$ cat config.mk
export PLATFORM = sky130hd
export DESIGN_NAME = bsg_manycore_store_fence_ctrl
export DESIGN_NICKNAME = d
export VERILOG_FILES = /design/src/rtl/bsg_manycore_store_fence_ctrl.sv
export SDC_FILE = /design/constraint.sdc
export NUM_CORES = 1
export LEC_CHECK = 0
export BUFFER_PORTS_ARGS = -buffer_cell sky130_fd_sc_hd__buf_2
export CAP_MARGIN = 20
export CORE_UTILIZATION = 45
export CTS_CLUSTER_SIZE = 10
export DETAILED_ROUTE_END_ITERATION = 7
export HOLD_SLACK_MARGIN = 0.08
export PLACE_DENSITY = 0.75
export SLEW_MARGIN = 15
export SYNTH_ARGS = -nofsm -noshare
export SYNTH_HDL_FRONTEND = slang
export SYNTH_SLANG_ARGS = --single-unit
$ cat constraint.sdc
create_clock -name clk_i -period 2.54 [get_ports clk_i]
set_input_delay 0.127 -clock clk_i [delete_from_list [all_inputs] [get_ports clk_i]]
set_output_delay 0.127 -clock clk_i [all_outputs]
set_load 0.1 [all_outputs]
$ cat src/rtl/bsg_manycore_store_fence_ctrl.sv
// Credit-based sequencer for a tile's outbound remote stores: caps outstanding stores,
// counts acks back, and answers fence requests once everything is acknowledged or times out.
module bsg_manycore_store_fence_ctrl #(
  parameter int max_out_p    = 16,
  parameter int timeout_p    = 1024,
  parameter int data_width_p = 32,
  localparam int cntr_width_lp = $clog2(max_out_p + 1)
) (
  input  logic                     clk_i,
  input  logic                     reset_i,
  input  logic                     store_v_i,
  output logic                     store_yumi_o,
  output logic                     net_v_o,
  input  logic                     net_ready_i,
  input  logic                     ret_v_i,
  input  logic                     fence_v_i,
  output logic                     fence_yumi_o,
  output logic                     resp_v_o,
  output logic [data_width_p-1:0]  resp_data_o,
  input  logic                     resp_ready_i,
  output logic [cntr_width_lp-1:0] out_cnt_o,
  output logic                     timeout_o,
  output logic                     underflow_o
);

  localparam int wait_width_lp = (timeout_p > 1) ? $clog2(timeout_p) : 1;
  localparam bit timeout_en_lp = (timeout_p != 0);
  localparam logic [wait_width_lp-1:0] wait_last_lp =
    timeout_en_lp ? wait_width_lp'(timeout_p - 1) : '0;
  localparam logic [cntr_width_lp-1:0] max_cnt_lp = cntr_width_lp'(max_out_p);

  localparam logic [1:0] state_idle = 2'd0;
  localparam logic [1:0] state_wait = 2'd1;
  localparam logic [1:0] state_resp = 2'd2;

  logic                     active_r;
  logic [1:0]               state_r, state_n;
  logic [cntr_width_lp-1:0] cnt_r, cnt_n;
  logic [wait_width_lp-1:0] wait_cnt_r, wait_cnt_n;
  logic [cntr_width_lp-1:0] resp_cnt_r, resp_cnt_n;
  logic                     timeout_r, timeout_n;
  logic                     underflow_r, underflow_n;
  logic                     inc, dec;

  // NOTE: reset asserts asynchronously but active_r rises on a clock edge, so every
  // combinational valid/yumi is gated by it and the block wakes up synchronously.
  always_ff @(posedge clk_i or negedge reset_i) begin
    if (!reset_i) active_r <= 1'b0;
    else          active_r <= 1'b1;
  end

  assign net_v_o      = active_r & store_v_i & (state_r == state_idle) & (cnt_r < max_cnt_lp);
  assign store_yumi_o = net_v_o & net_ready_i;
  // A same-cycle store wins so the fence is ordered behind it.
  assign fence_yumi_o = active_r & (state_r == state_idle) & fence_v_i & ~store_v_i;
  assign resp_v_o     = active_r & (state_r == state_resp);
  assign resp_data_o  = data_width_p'(resp_cnt_r);
  assign out_cnt_o    = cnt_r;
  assign timeout_o    = timeout_r;
  assign underflow_o  = underflow_r;

  assign inc = store_yumi_o;
  assign dec = active_r & ret_v_i;

  // NOTE: every always_comb output takes its hold value first, so no path infers a latch.
  always_comb begin
    cnt_n       = cnt_r;
    underflow_n = underflow_r;
    if (inc && !dec) begin
      cnt_n = cnt_r + cntr_width_lp'(1);
    end else if (!inc && dec) begin
      if (cnt_r != '0) cnt_n = cnt_r - cntr_width_lp'(1);
      else             underflow_n = 1'b1;
    end
  end

  // Completion looks at the post-ack count so a draining ack finishes the fence next cycle.
  always_comb begin
    state_n    = state_r;
    wait_cnt_n = wait_cnt_r;
    resp_cnt_n = resp_cnt_r;
    timeout_n  = timeout_r;
    case (state_r)
      state_idle: begin
        if (fence_yumi_o) begin
          state_n    = state_wait;
          wait_cnt_n = '0;
        end
      end
      state_wait: begin
        if (cnt_n == '0) begin
          resp_cnt_n = '0;
          state_n    = state_resp;
        end else if (timeout_en_lp && (wait_cnt_r == wait_last_lp)) begin
          timeout_n  = 1'b1;
          resp_cnt_n = cnt_r;
          state_n    = state_resp;
        end else if (wait_cnt_r != '1) begin
          wait_cnt_n = wait_cnt_r + wait_width_lp'(1);
        end
      end
      state_resp: begin
        if (resp_ready_i) state_n = state_idle;
      end
      default: state_n = state_idle;
    endcase
  end

  // NOTE: sequential state uses non-blocking assignments so all registers update together.
  always_ff @(posedge clk_i or negedge reset_i) begin
    if (!reset_i) begin
      state_r     <= state_idle;
      cnt_r       <= '0;
      wait_cnt_r  <= '0;
      resp_cnt_r  <= '0;
      timeout_r   <= 1'b0;
      underflow_r <= 1'b0;
    end else begin
      state_r     <= state_n;
      cnt_r       <= cnt_n;
      wait_cnt_r  <= wait_cnt_n;
      resp_cnt_r  <= resp_cnt_n;
      timeout_r   <= timeout_n;
      underflow_r <= underflow_n;
    end
  end

endmodule
==> results of run 1 <==
through the flow:
step | power, uW | cell area (um^2) | setup WS (ns) | utilization | std cells
after CTS | 2510 | 1980 | -0.0918 | 0.588 | 256
final | 2590 | 2010 | -0.124 | 0.599 | 258
after global placement | 2180 | 1840 | -0.159 | 0.547 | 247
after floorplan | 1880 | 1770 | -0.185 | - | 191
after detailed placement | 2200 | 1840 | -0.128 | 0.547 | 247
after global routing | 2720 | 2010 | -0.197 | 0.599 | 258
path summary, 6_finish.rpt:
check	startpoint	to	slack (ns)	cells past startpoint
max reg2reg	out_cnt_o[1]	wait_cnt_r[8]	-0.12	12
min reg2reg	timeout_o	timeout_o	0.49	1
min	resp_ready_i	state_r[1]	0.08	3
max	out_cnt_o[1]	wait_cnt_r[8]	-0.12	12
max in group asynchronous	reset_i	out_cnt_o[2]	1.78	2
min in group asynchronous	reset_i	state_r[0]	0.32	2
kinds of logic after synthesis:
kind of cell,count (synthesis)
and+or+nand+nor,56
buffers and inverters,41
AOI/OAI and AO/OA,36
DFF,25
adders and majority gates,3
muxes,2
other,2
registers in the layout, indices dropped and copies added, names as in the netlist:
| signal | count |
|---|---|
| out_cnt_o | 5 |
| timeout_o | 1 |
| underflow_o | 1 |
| state_r | 2 |
| wait_cnt_r | 10 |
| active_r | 1 |
| resp_cnt_r | 5 |
power groups by stage:
| stage | clock network [uW] | registers, uW | logic [uW] |
|---|---|---|---|
| 2_1_floorplan | 0 | 1030 | 849 |
| 3_3_place_gp | 0 | 646 | 1530 |
| 3_5_place_dp | 0 | 651 | 1550 |
| 4_1_cts | 187 | 644 | 1680 |
| 5_1_grt | 204 | 665 | 1850 |
| 6_report | 185 | 647 | 1760 |
worst register-to-register path: stages (launching register included):
cell	delay, ns
dfrtp_4	0.51
inv_2	0.07
ha_4	0.14
or4b_4	0.50
buf_6	0.15
nand3_2	0.06
o21bai_1	0.10
o21bai_1	0.24
nor4_4	0.06
buf_6	0.14
buf_2	0.15
or4_1	0.40
nand3_1	0.08
cells in the final DEF (no fill, tap or decap), types with 2 or more instances in the layout:
cell      instances
nor2_1            3
a211o_1           4
nor3_1            2
o21bai_1          2
nor4b_1           3
dfrtp_1          20
nand3_1          12
inv_1             4
ha_1              2
buf_2            22
conb_1           28
a211oi_2          2
buf_6             4
o21a_1            2
o41ai_2           3
and3_1            3
nand2_1           8
nand2b_1          2
a21o_1            6
dfrtp_4           4
o21a_4            2
nor4_1            4
clkbuf_4          4
a21oi_2           3
a22o_1            5
buf_4            22
inv_2             2
layer usage:
metal / wire, um / vias up
met4: 92 / 0
met5: 0 / -
met2: 2060 / 45
met3: 125 / 10
met1: 1590 / 664
li1: - / 643
layout make-up:
cell class | count | area (um^2)
clock buffers | 3 | 22.5
clock inverters | 1 | 7.51
fillers | 307 | 1350
inverters | 7 | 28.8
multi-input cells | 126 | 918
flip-flops and latches | 25 | 642
well taps | 46 | 57.6
repair buffers | 50 | 338
timing repair:
action,in CTS,in global routing
setup buffers,4,2
resized for setup,15,4
gates cloned,2,0
pin swaps,14,7
endpoints found under the setup margin,18,19
endpoints found under the hold margin,25,0
hold buffers,1,0
==> run metrics, run 1 <==
outcome=complete, but fails checks; failing checks=setup timing; vias in the first global route=1273; Final Max Tran Viols=0; Critical path buffers and inverters=4; DR vias=1362; share of the synthesized area in the top cell type=0.392; Adder-Cell Fraction of Synth Area=0.0235; Lkg Pwr=0.00103 uW; commonest cells in the netlist=buf_4, dfrtp_1, nand3_1, nand2_1, inv_1; Fmax achieved=375 MHz; logic gate share of total power=0.679; CTS Buf Count=3; Slew Limit Headroom=0.615; Starting DRT DRC Count=71; count leader, synth=buf_4; Ports=50; sequential share of the synthesized area=0.392; critical path type=reg -> reg; CTS tree=built; Vias/cell=5.28; TritonRoute pass-1 iters=4; routing usage on met3=0.0273; GR Layer Usage met2=0.404; Routed Antenna Nets=0; Sw Share=0.552; post-synth top area cell=dfrtp_1; startpoint types=register; worst-skew pair later-pin latency=0.32 ns; share of flip-flops with an asynchronous set or reset=1.00; Die ar.=3790 um^2; CTS H-Tree Depth=1; Synth Area in Compound Gates=0.179; internal power=1160 uW; Wirelength per Cell=15.0 um; Final setup viols=18; fin nets=223; Sink Count=25; Min-Delay Path Class=in -> reg; Tcrit/Tclk final=1.05; GRT Overall Usage=0.216; Core ar.=3360 um^2; RSZ-0062 raised after global routing=yes; worst-path maximum fanout=7; CP required=2.81 ns; crit-path leading delay family=simple AND/OR/NAND/NOR gates; Avg Cell Area, Syn=9.68 um^2; crit-path cells=inv_2 > ha_4 > or4b_4 > buf_6 > nand3_2 > o21bai_1 > o21bai_1 > nor4_4 > buf_6 > buf_2 > or4_1 > nand3_1; WL final=3870 um; Post-synth EDFFs=0; Mapped Area=1600 um^2; Synth Warn #=0; clock power share=0.071; largest family of logic cells by synthesized area=simple AND/OR/NAND/NOR gates; Final Critical Period=2.66 ns; largest net degree at the start of global routing=26; row count=21; Switching Power=1430 uW; Synth Area in Simple Gates=0.216; final HPWL from detailed placement=2700 um; PortBufs=22; post-synthesis mux area share=0.0133; initial core utilization=0.475; Fin. Hold Viols=0; dominant synthesized flop cell=dfrtp_1; CP peak stage delay=0.51 ns; Post-Synth XOR/XNOR Area=0; Max Clock Skew=0.00401 ns; CTS root buf=clkbuf_4; layout cells sized above 1=0.410; Yosys reg bits=25; Synth area leaders=dfrtp_1, buf_4, nand3_1, a21o_1, a22o_1; initial antenna violation count=0; n_diodes=0; arrival time worst endpoint=2.93 ns; GRT Max-Usage Layer=met2; Max Cap Violations=0; VDD IR max=0.611 mV; Area Overhead vs Synth=26.2%; CP Capture Type=register; post-route DRC violation count=0; chip width=61.6 um; Pwr per Cell Area=1290 nW/um^2; first-pass GRT wire length=5960 um; maximum clock path buffer count=2; final setup margin=-0.124 ns; gr ovfl total=0; clk slew on worst S/H paths=0.14 ns; slowest CP cell=dfrtp_4; Final GP Congestion=0.874; Cells after Synth=165; Hold Slack=0.0771 ns; global routing usage on met1=0.258; Yosys cell types=49; Die Height=61.6 um; setup_tns=-1.26 ns; Least-Margin Pin Slew=0.578 ns; sequential share of power=0.249
Power figures use the tool's default switching activity.
==> run 2, diff against run 1 <==
--- a/config.mk
+++ b/config.mk
@@ -5,13 +5,14 @@
 export SDC_FILE = /design/constraint.sdc
 export NUM_CORES = 1
 export LEC_CHECK = 0
+export ABC_AREA = 1
 export BUFFER_PORTS_ARGS = -buffer_cell sky130_fd_sc_hd__buf_2
 export CAP_MARGIN = 20
 export CORE_UTILIZATION = 45
 export CTS_CLUSTER_SIZE = 10
 export DETAILED_ROUTE_END_ITERATION = 7
 export HOLD_SLACK_MARGIN = 0.08
-export PLACE_DENSITY = 0.75
+export PLACE_DENSITY = 0.74
 export SLEW_MARGIN = 15
 export SYNTH_ARGS = -nofsm -noshare
 export SYNTH_HDL_FRONTEND = slang
==> run 2 against run 1 <==
The flow now finishes without violations. Largest power group unchanged. Largest cell class unchanged. Setup slack better by 0.40 ns. Sequential share of layout area up 2.4 points. Sequential power down 12%.
==> run metrics, run 2 <==
hold endpoint=out_cnt_o[2] (was state_r[1]); Slew Limit Headroom=0.631 (was 0.615); internal power=817 uW (was 1160 uW); Die Height=63.9 um (was 61.6 um); Synth area leaders=dfrtp_1, nand2_1, buf_4, nand3_1, inv_1 (was dfrtp_1, buf_4, nand3_1, a21o_1, a22o_1); Largest Register=wait_cnt_r (unchanged); logic gate share of total power=0.602 (was 0.679); clock power share=0.122 (was 0.071); Ports=50 (unchanged); post-synthesis mux area share=0 (was 0.0133); Pwr per Cell Area=1120 nW/um^2 (was 1290 nW/um^2); Filler cells=386 (was 307); Adder-Cell Fraction of Synth Area=0.0218 (was 0.0235); commonest cells in the netlist=nand2_1, buf_4, dfrtp_1, inv_1, nand3_1 (was buf_4, dfrtp_1, nand3_1, nand2_1, inv_1); TritonRoute pass-1 iters=4 (unchanged); final setup margin=0.272 ns (was -0.124 ns); fin nets=271 (was 223); CP Capture Type=register (unchanged); post-route DRC violation count=0 (unchanged); critical path type=reg -> reg (unchanged); Resized cells post-CTS=0 (was 15); initial antenna violation count=0 (unchanged); CP required=2.71 ns (was 2.81 ns); Synth Area in Simple Gates=0.355 (was 0.216); Area Overhead vs Synth=6.24% (was 26.2%); n_diodes=0 (unchanged); maximum clock path buffer count=2 (unchanged); Die ar.=4080 um^2 (was 3790 um^2); WL final=3190 um (was 3870 um); largest family of logic cells by synthesized area=simple AND/OR/NAND/NOR gates (unchanged); startpoint types=register (unchanged); Vias/cell=4.58 (was 5.28); chip width=63.9 um (was 61.6 um); share of the synthesized area in the top cell type=0.363 (was 0.392); worst-path maximum fanout=11 (was 7); Routed Antenna Nets=0 (unchanged); Least-Margin Pin Slew=0.554 ns (was 0.578 ns); gr ovfl total=0 (unchanged); Fmax achieved=441 MHz (was 375 MHz); Max Cap Violations=0 (unchanged); CTS H-Tree Depth=1 (unchanged); worst-skew pair later-pin latency=0.28 ns (was 0.32 ns); final HPWL from detailed placement=2360 um (was 2700 um); Yosys cell types=27 (was 49); row count=22 (was 21); Final setup viols=0 (was 18); largest net degree at the start of global routing=26 (unchanged); Tcrit/Tclk final=0.893 (was 1.05); Pwr Total=2060 uW (was 2590 uW); Post-synth EDFFs=0 (unchanged); layout cells sized above 1=0.185 (was 0.410); sequential share of power=0.277 (was 0.249); Max Clock Skew=0.00791 ns (was 0.00401 ns); Sw Share=0.603 (was 0.552); count leader, synth=nand2_1 (was buf_4); CTS tree=built (unchanged); Hold Slack=0.325 ns (was 0.0771 ns); vias in the first global route=1299 (was 1273); most frequent cells in the layout=nand2_1, conb_1, inv_1 (was conb_1, buf_2, buf_4); slowest CP cell=dfrtp_2 (was dfrtp_4); Sink Count=25 (unchanged); Synth Warn #=0 (unchanged); commonest non-fill, non-tap cell in the layout=nand2_1 (was conb_1); share of flip-flops with an asynchronous set or reset=1.00 (unchanged); post-place setup slack=0.292 ns (was -0.128 ns); Final GP Congestion=0.829 (was 0.874); arrival time worst endpoint=2.44 ns (was 2.93 ns); Core ar.=3660 um^2 (was 3360 um^2); PortBufs=22 (unchanged); clk slew on worst S/H paths=0.09 ns (was 0.14 ns); setup_tns=0 ns (was -1.26 ns); reg2reg end=wait_cnt_r[5] (was wait_cnt_r[8]); Switching Power=1240 uW (was 1430 uW); Worst R2R Path Depth=15 (was 12); Lkg Pwr=0.00104 uW (was 0.00103 uW); crit-path leading delay family=simple AND/OR/NAND/NOR gates (unchanged); crit-path most repeated cell=nand2_1; first-pass GRT wire length=5550 um (was 5960 um); Avg Cell Area, Syn=7.27 um^2 (was 9.68 um^2); VDD IR max=0.606 mV (was 0.611 mV); Final Max Tran Viols=0 (unchanged); CTS Buf Count=3 (unchanged); worst r2r src=out_cnt_o[0] (was out_cnt_o[1]); RSZ-0062 raised after global routing=no (was yes); Mapped Area=1720 um^2 (was 1600 um^2); max reg flops=10 (unchanged); sequential share of the synthesized area=0.363 (was 0.392); R2R Setup Slk=0.27 ns (was -0.12 ns); Final Critical Period=2.27 ns (was 2.66 ns); hold depth=5 (was 3); Cells after Synth=237 (was 165); Synth Area in Compound Gates=0.0479 (was 0.179); Starting DRT DRC Count=82 (was 71); crit-path cells=inv_1 > ha_1 > nand3_2 > nand2_1 > nand2_1 > nand3_1 > nand2_1 > nand2_1 > nand2_1 > nor2_2 > nand2_2 > nand3_2 > nand2_2 > nand2_1 > nand2_1 (was inv_2 > ha_4 > or4b_4 > buf_6 > nand3_2 > o21bai_1 > o21bai_1 > nor4_4 > buf_6 > buf_2 > or4_1 > nand3_1); Fin. Hold Viols=0 (unchanged); DR vias=1410 (was 1362); dominant synthesized flop cell=dfrtp_1 (unchanged); Post-Synth XOR/XNOR Area=0.0102 (was 0); CTS root buf=clkbuf_8 (was clkbuf_4); CP peak stage delay=0.44 ns (was 0.51 ns); Critical path buffers and inverters=1 (was 4); hold path startpoint=ret_v_i (was resp_ready_i); Yosys reg bits=25 (unchanged); outcome=finished, final reports clean (was complete, but fails checks); initial core utilization=0.471 (was 0.475); Wirelength per Cell=10.3 um (was 15.0 um); GRT Overall Usage=0.173 (was 0.216); post-synth top area cell=dfrtp_1 (unchanged); Min-Delay Path Class=in -> reg (unchanged)
-- run 2: power by group through the flow --
stage | Combinational (uW) | Clock, uW | Sequential, uW
floorplan | 807 | 0 | 893
global placement | 1230 | 0 | 573
detailed placement | 1240 | 0 | 577
CTS | 1240 | 257 | 568
global route | 1340 | 270 | 585
finish | 1240 | 251 | 570
-- run 2: worst reg2reg max path, stage by stage (launching register included) --
cell     delay [ns]
dfrtp_2        0.44
inv_1          0.16
ha_1           0.27
nand3_2        0.15
nand2_1        0.09
nand2_1        0.05
nand3_1        0.06
nand2_1        0.05
nand2_1        0.08
nand2_1        0.09
nor2_2         0.13
nand2_2        0.08
nand3_2        0.17
nand2_2        0.18
nand2_1        0.10
nand2_1        0.05
-- run 2: layout make-up --
cell class | count | area [um^2] | area share
clock buffer | 3 | 41.3 | 0.0225
multi-input combinational | 179 | 860 | 0.469
tap | 48 | 60.1 | 0.0328
sequential | 25 | 628 | 0.343
clock inverter | 1 | 7.51 | 0.00410
inverter | 28 | 105 | 0.0574
timing repair buffer | 24 | 130 | 0.0710
-- run 2: worst max-delay path by stage --
stage / from / endpoint / slack, ns / cells past startpoint
after floorplan: state_r[0] / wait_cnt_r[0] / 0.07 / 7
after detailed placement: out_cnt_o[0] / wait_cnt_r[5] / 0.29 / 15
after global placement: out_cnt_o[0] / wait_cnt_r[5] / 0.33 / 15
final: out_cnt_o[0] / wait_cnt_r[5] / 0.27 / 15
after CTS: out_cnt_o[0] / wait_cnt_r[5] / 0.27 / 15
after global routing: out_cnt_o[0] / wait_cnt_r[8] / 0.07 / 15
-- run 2: per-stage QoR --
step,cell area [um^2],util,cells
global placement,1760,0.482,302
global route,1830,0.500,308
CTS,1830,0.500,308
detailed placement,1760,0.482,302
finish,1830,0.500,308
floorplan,1830,-,263
-- run 2: per-layer routing --
layer  part of all wire  GRT usage  vias up  routed length, um
li1                   -          -      726                  -
met1               0.47      0.226      626               1510
met2               0.46      0.283       53               1450
met3              0.050     0.0161        5                158
met4              0.020     0.0909        0                 64
met5                  0          0        -                  0
-- run 2: kinds of logic (layout without fill, tap and decap cells) --
| logic type | Yosys count | in the layout |
|---|---|---|
| simple gates | 131 | 131 |
| other cells | 2 | 28 |
| xor+xnor | 2 | 2 |
| compound gates | 15 | 15 |
| buf+inv | 59 | 56 |
| flops | 25 | 25 |
| fa+ha+maj | 3 | 3 |
-- run 2: what timing repair did --
item	in CTS	in global routing
endpoints found under the setup margin	0	0
endpoints found under the hold margin	26	0
hold buffers	2	0
buffers inserted	0	0
==> run 3, diff against run 2 <==
--- a/config.mk
+++ b/config.mk
@@ -12,7 +12,7 @@
 export CTS_CLUSTER_SIZE = 10
 export DETAILED_ROUTE_END_ITERATION = 7
 export HOLD_SLACK_MARGIN = 0.08
-export PLACE_DENSITY = 0.74
+export PLACE_DENSITY = 0.78
 export SLEW_MARGIN = 15
 export SYNTH_ARGS = -nofsm -noshare
 export SYNTH_HDL_FRONTEND = slang
==> run 3 against run 2 <==
Sequential power is essentially flat. Die area did not move. Routed wire length decreased by 1.2%. Clock skew shrank 0.0032 ns. Count of clock-buffer cells in the layout unchanged. Combinational power is essentially flat. Critical endpoint is now wait_cnt_r[1]. Critical path depth is the same. Design area decreased by 0.14%. Highest routed layer unchanged. Power down 0.14%.
==> run metrics, run 3 (synthesized netlist as in run 2, its figures left out) <==
Tcrit/Tclk final=0.890 (was 0.893); largest net degree at the start of global routing=26 (unchanged); Final GP Congestion=0.842 (was 0.829); fin nets=271 (unchanged); Area Overhead vs Synth=6.10% (was 6.24%); post-route DRC violation count=0 (unchanged); n_diodes=0 (unchanged); RSZ-0062 raised after global routing=no (unchanged); Pwr per Cell Area=1120 nW/um^2 (about the same); Starting DRT DRC Count=53 (was 82); CTS H-Tree Depth=1 (unchanged); commonest non-fill, non-tap cell in the layout=nand2_1 (unchanged); gr ovfl total=0 (unchanged); setup_tns=0 ns (unchanged); worst-path maximum fanout=11 (unchanged); layout cells sized above 1=0.185 (unchanged); maximum clock path buffer count=2 (unchanged); outcome=finished, final reports clean (unchanged); Fmax achieved=442 MHz (was 441 MHz); Slew Limit Headroom=0.627 (was 0.631); Routed Antenna Nets=0 (unchanged); Fin. Hold Viols=0 (unchanged); CP Capture Type=register (unchanged); PortBufs=22 (unchanged); crit path from=out_cnt_o[0] (unchanged); Wirelength per Cell=10.2 um (was 10.3 um); startpoint types=register (unchanged); initial antenna violation count=0 (unchanged); hold path startpoint=ret_v_i (unchanged); Sink Count=25 (unchanged); Largest Register=wait_cnt_r (unchanged); Die ar.=4080 um^2 (unchanged); critical path type=reg -> reg (unchanged); GRT Overall Usage=0.171 (was 0.173); TritonRoute pass-1 iters=4 (unchanged); vias in the first global route=1319 (was 1299); Hold Slack=0.316 ns (was 0.325 ns); initial core utilization=0.471 (unchanged); Max Clock Skew=0.00467 ns (was 0.00791 ns); Die Height=63.9 um (unchanged); Setup Fix Bufs, Post-CTS=0 (unchanged); arrival time worst endpoint=2.43 ns (was 2.44 ns); first-pass GRT wire length=5620 um (was 5550 um); final HPWL from detailed placement=2340 um (was 2360 um); worst r2r src=out_cnt_o[0] (unchanged); Final Cell Area=1830 um^2 (about the same); worst-skew pair later-pin latency=0.27 ns (was 0.28 ns); CP required=2.71 ns (about the same); DR vias=1451 (was 1410); Min-Delay Path Class=in -> reg (unchanged); CTS tree=built (unchanged); clk slew on worst S/H paths=0.09 ns (about the same); placed cell area=1760 um^2 (unchanged); Final Max Tran Viols=0 (unchanged); max reg flops=10 (unchanged); Least-Margin Pin Slew=0.560 ns (was 0.554 ns); WL final=3150 um (was 3190 um); Core ar.=3660 um^2 (unchanged); Max Cap Violations=0 (unchanged); Lkg Pwr=0.00104 uW (about the same); VDD IR max=0.716 mV (was 0.606 mV); CTS Buf Count=3 (unchanged); R2R Setup Slk=0.28 ns (was 0.27 ns); most frequent cells in the layout=nand2_1, conb_1, inv_1 (unchanged); row count=22 (unchanged); Final setup viols=0 (unchanged); CTS root buf=clkbuf_8 (unchanged); Final Critical Period=2.26 ns (was 2.27 ns); Ports=50 (unchanged); chip width=63.9 um (unchanged); Vias/cell=4.71 (was 4.58)
-- run 3: cell types whose count changed in the layout (fill, tap and decap cells not counted) --
cell and delta:
clkinv_2 +1, clkinvlp_4 -1
-- run 3: worst paths after layout --
check                           endpoint  cells after the start
setup / recovery           wait_cnt_r[1]                     15
hold / removal              out_cnt_o[2]                      5
setup reg to reg           wait_cnt_r[1]                     15
hold reg to reg                timeout_o                      2
max in group asynchronous   out_cnt_o[4]                      2
min in group asynchronous   out_cnt_o[2]                      2
-- run 3: report_power, final --
group | switching, uW | internal (uW)
Sequential | 95.9 | 474
Combinational | 1010 | 233
Clock | 134 | 110
Total | 1240 | 816
-- run 3: critical path, stage by stage, from the launching register on --
cell     delay (ns)
dfrtp_2        0.44
inv_1          0.15
ha_1           0.26
nand3_2        0.15
nand2_1        0.09
nand2_1        0.04
nand3_1        0.06
nand2_1        0.06
nand2_1        0.07
nand2_1        0.09
nor2_2         0.13
nand2_2        0.09
nand3_2        0.18
nand2_2        0.19
nand2_1        0.10
nand2_1        0.05
-- run 3: area by class of cell --
cell class	count	area, um^2
fill	375	1830
multi-input combinational	179	860
sequential	25	628
timing repair buffer	24	130
inverter	28	105
tap	48	60.1
clock buffer	3	41.3
clock inverter	1	5.00
-- run 3: metal layers --
metal / global-route usage / wire (um) / share of wire / vias up
met1: 0.238 / 1550 / 0.49 / 669
li1: - / - / - / 726
met5: 0 / 0 / 0 / -
met2: 0.273 / 1430 / 0.45 / 51
met3: 0.0107 / 124 / 0.039 / 5
met4: 0.0739 / 50 / 0.016 / 0
-- run 3: repair_timing --
action                                 in CTS  in global routing
hold buffers                                2                  0
endpoints found under the hold margin      26                  0
resized for setup                           0                  0
-- run 3: per-stage QoR --
stage,setup WS (ns),total power [uW],util,std cells
5_1_grt,0.0282,2190,0.500,308
3_5_place_dp,0.334,1810,0.482,302
3_3_place_gp,0.344,1800,0.482,302
4_1_cts,0.297,2060,0.500,308
2_1_floorplan,0.0664,1700,-,263
6_report,0.280,2060,0.500,308
